## src/rtl/pc_stack_unit.sv

```systemverilog
// Program counter with a bounded return-address stack for call/return.
// Misuse of the stack (overflow, underflow, simultaneous push/pop) latches a sticky error.
module pc_stack_unit #(
   parameter int ADDR_W = 12,
   parameter int DEPTH  = 8
) (
   input  logic                     clk,
   input  logic                     rst,
   input  logic                     stall,
   input  logic [1:0]               addrSrc,
   input  logic                     push,
   input  logic                     pop,
   input  logic [ADDR_W-1:0]        jumpAddr,
   output logic [ADDR_W-1:0]        pc,
   output logic [ADDR_W-1:0]        topAddr,
   output logic [$clog2(DEPTH):0]   depth,
   output logic                     stackFull,
   output logic                     stackEmpty,
   output logic                     stackErr
);

   localparam int IW = $clog2(DEPTH);
   localparam int DW = IW + 1;
   localparam logic [DW-1:0] FULL_CNT = DW'(DEPTH);

   logic [ADDR_W-1:0] mem [DEPTH];
   logic [ADDR_W-1:0] pc_reg, pc_next, pc_inc;
   logic [DW-1:0]     depth_reg, depth_next;
   logic              err_reg, err_next;
   logic              empty, full, do_push;
   logic [IW-1:0]     wr_idx, top_idx;

   assign pc_inc  = pc_reg + ADDR_W'(1);
   assign empty   = (depth_reg == '0);
   assign full    = (depth_reg == FULL_CNT);
   // Low bits of depth address the next free slot; at full they wrap to 0,
   // so top_idx still lands on the last entry.
   assign wr_idx  = depth_reg[IW-1:0];
   assign top_idx = wr_idx - IW'(1);
   assign topAddr = empty ? '0 : mem[top_idx];

   always_comb begin
      pc_next    = pc_reg;
      depth_next = depth_reg;
      err_next   = err_reg;
      do_push    = 1'b0;
      if (!stall) begin
         case (addrSrc)
            2'b00:   pc_next = pc_inc;
            2'b01:   pc_next = empty ? pc_inc : topAddr;
            default: pc_next = jumpAddr;
         endcase

         if (push && pop) begin
            err_next = 1'b1;
         end else if (push) begin
            if (full) begin
               err_next = 1'b1;
            end else begin
               do_push    = 1'b1;
               depth_next = depth_reg + DW'(1);
            end
         end else if (pop) begin
            if (empty) err_next = 1'b1;
            else       depth_next = depth_reg - DW'(1);
         end

         // A return or peek with nothing on the stack is misuse on its own.
         if (addrSrc == 2'b01 && empty) err_next = 1'b1;
      end
   end

   always_ff @(posedge clk) begin
      if (rst) begin
         pc_reg    <= '0;
         depth_reg <= '0;
         err_reg   <= 1'b0;
      end else begin
         pc_reg    <= pc_next;
         depth_reg <= depth_next;
         err_reg   <= err_next;
      end
   end

   generate
      for (genvar gi = 0; gi < DEPTH; gi++) begin : g_entry
         always_ff @(posedge clk) begin
            if (!rst && do_push && wr_idx == IW'(gi)) mem[gi] <= pc_inc;
         end
      end
   endgenerate

   assign pc         = pc_reg;
   assign depth      = depth_reg;
   assign stackFull  = full;
   assign stackEmpty = empty;
   assign stackErr   = err_reg;

endmodule

```

## config.mk

```make
export PLATFORM = sky130hd
export DESIGN_NAME = pc_stack_unit
export DESIGN_NICKNAME = d
export VERILOG_FILES = /design/src/rtl/pc_stack_unit.sv
export SDC_FILE = /design/constraint.sdc
export NUM_CORES = 1
export LEC_CHECK = 0
export ABC_CLOCK_PERIOD_IN_PS = 7900
export BUFFER_PORTS_ARGS = -buffer_cell sky130_fd_sc_hd__buf_2
export CORE_MARGIN = 2
export CORE_UTILIZATION = 45
export CTS_CLUSTER_SIZE = 10
export DETAILED_ROUTE_END_ITERATION = 6
export HOLD_SLACK_MARGIN = 0.02
export PLACE_DENSITY_LB_ADDON = 0.2
export SLEW_MARGIN = 20
export SYNTH_ARGS = -nofsm -noshare
export SYNTH_HDL_FRONTEND = slang
export SYNTH_SLANG_ARGS = --single-unit
```

## constraint.sdc

```tcl
create_clock -name clk -period 7.9 [get_ports clk]
set_input_delay 1.58 -clock clk [delete_from_list [all_inputs] [get_ports clk]]
set_output_delay 1.58 -clock clk [all_outputs]
set_load 0.02 [all_outputs]
```

# Yosys cells after proc, flatten, opt, wreduce, memory -nomap -nowiden
# Memory sizes are Yosys's and may differ from the RTL's.
# Index checks and enable logic that the tools add are counted.
totals:
  regBits: 17
  ramBits: 96
  in_bits: 19
  word_cells: 103
  n_memories: 1
classes:
  add_sub_neg: 4
  eq_ne: 12
  n_mux: 54
  bitwise: 2
  n_reduce_logical: 27
memory_table:
  columns: ["name", "words", "word_bits", "rd", "rd_ports_with_merged_regs", "wr", "line", "text"]
  rows:
  - ["mem", 8, 12, 1, 0, 1, "26", "logic [ADDR_W-1:0] mem [DEPTH];"]
ops:
  columns: ["cell", "count"]
  rows:
  - ["two-way mux 12 bit", 9]
  - ["OR reduction 12 bit", 7]
  - ["two-way mux 1 bit", 33]
  - ["case mux 12 bit (2 select lines)", 1]
  - ["two-way mux 3 bit", 7]
  - ["two-way mux 4 bit", 4]
  - ["adder 12 x 1 -> 12 bit, second input constant", 1]
  - ["== test 3 bit, second input constant", 4]
  - ["logical AND 1 bit", 11]
  - ["nonzero test 4 bit", 2]
  - ["== test 3 x 2 -> 1 bit, second input constant", 2]
  - ["AND reduction 5 bit", 1]
  - ["adder 4 x 1 -> 4 bit, second input constant", 1]
  - ["== test 4 bit, second input constant", 1]
  - ["zero test 4 bit", 1]
  - ["!= test 2 bit, second input constant", 2]
  - ["!= test 4 x 1 -> 1 bit, second input constant", 1]
  - ["AND reduction 4 bit", 1]
  - ["subtractor 4 x 1 -> 4 bit, second input constant", 1]
  - ["== test 3 x 1 -> 1 bit, second input constant", 1]
  - ["zero test 3 bit", 1]
  - ["subtractor 3 x 1 -> 3 bit, second input constant", 1]
  - ["== test 2 x 1 -> 1 bit, second input constant", 1]
  - ["zero test 2 bit", 1]
  - ["other kinds (3)", 4]

# Logic depth before layout (Yosys ltp)
depth:
  ltp_word: 17
  ltp_mapped: 11
  depth_no_buf: 7

# Least setup slack after synthesis
# No wires, ideal clock.
synth_timing:
  path_kind: "register to output"
  startpoint: "register depth_reg[0] (netlist: depth[0])"
  endpoint: "output port topAddr[11]"
  arrival_time_ps: 2672
  slack_ps: 3648
  path_stages_with_launch: 11
  path_cell_list: "dfxtp_1 > buf_4 > buf_6 > clkinv_1 > ha_1 > ha_1 > clkbuf_2 > buf_2 > nor2b_1 > a22oi_1 > and3_1"
synth_via:
  elab_chain_cells: 3
synth_lines:
  columns: ["element", "line", "text"]
  rows:
  - ["start: declaration", "28", "logic [DW-1:0] depth_reg, depth_next;"]
  - ["start signal: assignment", "80", "depth_reg <= depth_next;"]
  - ["subtractor 3 x 1 -> 3 bit", "39", "assign top_idx = wr_idx - IW'(1);"]
  - ["via top_idx[0]", "31", "logic [IW-1:0] wr_idx, top_idx;"]
  - ["memory read (8 x 12 bit)", null, null]
  - ["two-way mux 12 bit", "40", "assign topAddr = empty ? '0 : mem[top_idx];"]
  - ["end: declaration", "15", "output logic [ADDR_W-1:0] topAddr,"]
# The timed path passes the listed nets, and every way through them passes these cells.

# Final worst setup path
layout_timing:
  startpoint: "register depth_reg[0] (netlist: depth[0])"
  endpoint: "output port topAddr[5]"
# Same word-level chain as after synthesis.

==> results.cfg <==
[sta]
setup_violations = 0
slew_headroom = 0.386
timing.final.crit_share = 0.722
worst_pin_slew_ps = 920
fin_crit_ps = 5710
fin_hold_ws_ps = 478
tns_ps = 0
clock.fmax_mhz = 175
rsz0062_at_grt = false
final_max_slew_viol_count = 0
skew_ps = 14.6
hold_viol = 0

[clock_tree]
cts_tree = yes
path_clk_slew_ps = 50
cts.sinks = 113
cts_setup_buffers = 0
clockRootBuffer = clkbuf_16
numCtsBuffers = 17
clk_path_buf_depth = 2
cts_resized = 0
insertion_delay_ps = 410
htree_levels = 4
hold_buffers = 0

[global_route]
gr-usage-all-layers = 0.207
grt_max_degree = 30
grt_pass1_vias = 3169
grt_overflow = 0
grt_pass1_wl_um = 18900
antenna_found_initial = 0

[worst_setup_path]
arrival_ps = 4130
worstSetupPathType = reg -> out
start_kind = register
worst-path-max-fanout = 28
worstPathRequired_ps = 6320
crit_path_end_kind = output port

[floorplan]
ioPinCount = 50
die-area_sq_mm = 0.0122
die_h_um = 111
fp.dieW_um = 111
floorplan.initialDensity = 0.466
design.core.area_sq_mm = 0.0110
rows = 38

[flow_run]
maxCapViolCount = 0

[place]
place.gp.congestion = 0.714
place_area_sq_mm = 0.00543
hpwl_um = 7560
port_buffers = 49

[synthesis]
ys.flop_type = edfxtp_1
ys_seq_area_frac = 0.630
synth_fp_nets = 368
ys_top_cells_by_area = edfxtp_1, mux4_2, dfxtp_1, mux2i_1, ha_1
synth_most_common_cell = edfxtp_1
synth_top_area_frac = 0.564
async_flop_share = 0
avgSynthCellArea_sq_um = 15.1
yosys_warnings = 0
syn_inst = 339
syn_area_sq_mm = 0.00511
ys_ff_latch = 113
synth_cell_types = 50
synth_edf_count = 96
synth_common_cells = edfxtp_1, mux2i_1, mux4_2
synth_area_leader_cell = edfxtp_1

[routing]
drc_errors = 0
drt_first_pass_iters = 5
routed_wl_um = 12100
drtAntennaViolNets = 0
vias_per_cell = 5.90
vias = 3209
drt_iter0_drc = 267
routedWlPerCell_um = 22.2

[finish]
fin_nets = 420
largest_reg_flops = 96
syn_to_final_growth_pct = 17.8
drive_above_1_share = 0.285
final_cell_area_sq_mm = 0.00602
num_antenna_cells = 0

[power]
vdd_drop_max_v = 0.000130
power.density_mw_per_mm2 = 274
p_leak_nw = 2.16

[outcome]
status = completed

[worst_hold_path]
hold_path_class = reg -> reg
[logic make-up after synthesis]
| group | count (synthesis) | share of synthesized area |
|---|---|---|
| buf+inv | 32 | 0.0330 |
| compound gates | 56 | 0.0800 |
| flops | 113 | 0.630 |
| mux | 45 | 0.135 |
| xor+xnor | 6 | 0.0103 |
| simple gates | 77 | 0.0851 |
| fa+ha+maj | 10 | 0.0259 |
[path summary, 6_finish.rpt]
check,startpoint,endpoint,slack (ps),cells after the start
setup / recovery,depth[0],topAddr[5],2190,7
hold / removal,stackErr,stackErr,480,1
setup reg to reg,depth[0],mem[5][7],3970,6
hold reg to reg,stackErr,stackErr,480,1
[layout by cell type, fill, tap and decap left out, types with 3 or more instances in the layout]
cell type	instances
and2_1	3
a31oi_1	3
and3_1	9
nand4_1	5
a21o_1	4
inv_1	14
clkbuf_16	17
o21a_1	5
edfxtp_1	96
nand2_1	5
nand3_1	7
a221oi_1	11
a211oi_1	4
nand2b_1	10
mux2_2	3
or2_2	4
clkinvlp_4	4
a21oi_1	12
buf_2	49
inv_6	5
mux2i_1	23
xnor2_1	5
mux4_2	19
nor3_1	4
ha_1	9
nor2_1	15
nor2b_1	6
dfxtp_1	16
o21ai_0	7
[per-layer routing]
| layer | part of all wire | track usage |
|---|---|---|
| met3 | 0.075 | 0.0521 |
| met4 | 0.0073 | 0.0617 |
| met2 | 0.47 | 0.323 |
| met1 | 0.45 | 0.290 |
| met5 | 0 | 0 |
[per-stage QoR]
stage                util  std cells  total power, W  setup WS, ps
floorplan               -        339        0.000848          3650
global placement    0.494        512        0.000903          2630
detailed placement  0.494        512        0.000908          2550
CTS                 0.548        544         0.00166          2100
global route        0.548        544         0.00171          1800
finish              0.548        544         0.00165          2190
[cell type report]
cell class | count | area [sq um]
Timing Repair Buffer | 50 | 253
Clock buffer | 18 | 439
Tap cell | 140 | 175
Fill cell | 886 | 4960
Clock inverter | 14 | 153
Sequential cell | 113 | 3220
Inverter | 15 | 56.3
Multi-Input combinational cell | 194 | 1720
[report_power, final]
part | internal (W) | total, W | switching, W
Combinational | 0.0000840 | 0.000215 | 0.000131
Clock | 0.000476 | 0.000756 | 0.000280
Sequential | 0.000663 | 0.000681 | 0.0000178
Total | 0.00122 | 0.00165 | 0.000429
[worst max-delay path: stages, from the launching register on]
cell	delay (ps)
dfxtp_2	920
clkinv_1	560
ha_1	410
ha_1	900
mux4_2	410
mux2i_1	270
nor2_1	70
buf_2	180
Power figures use the tool's default switching activity.
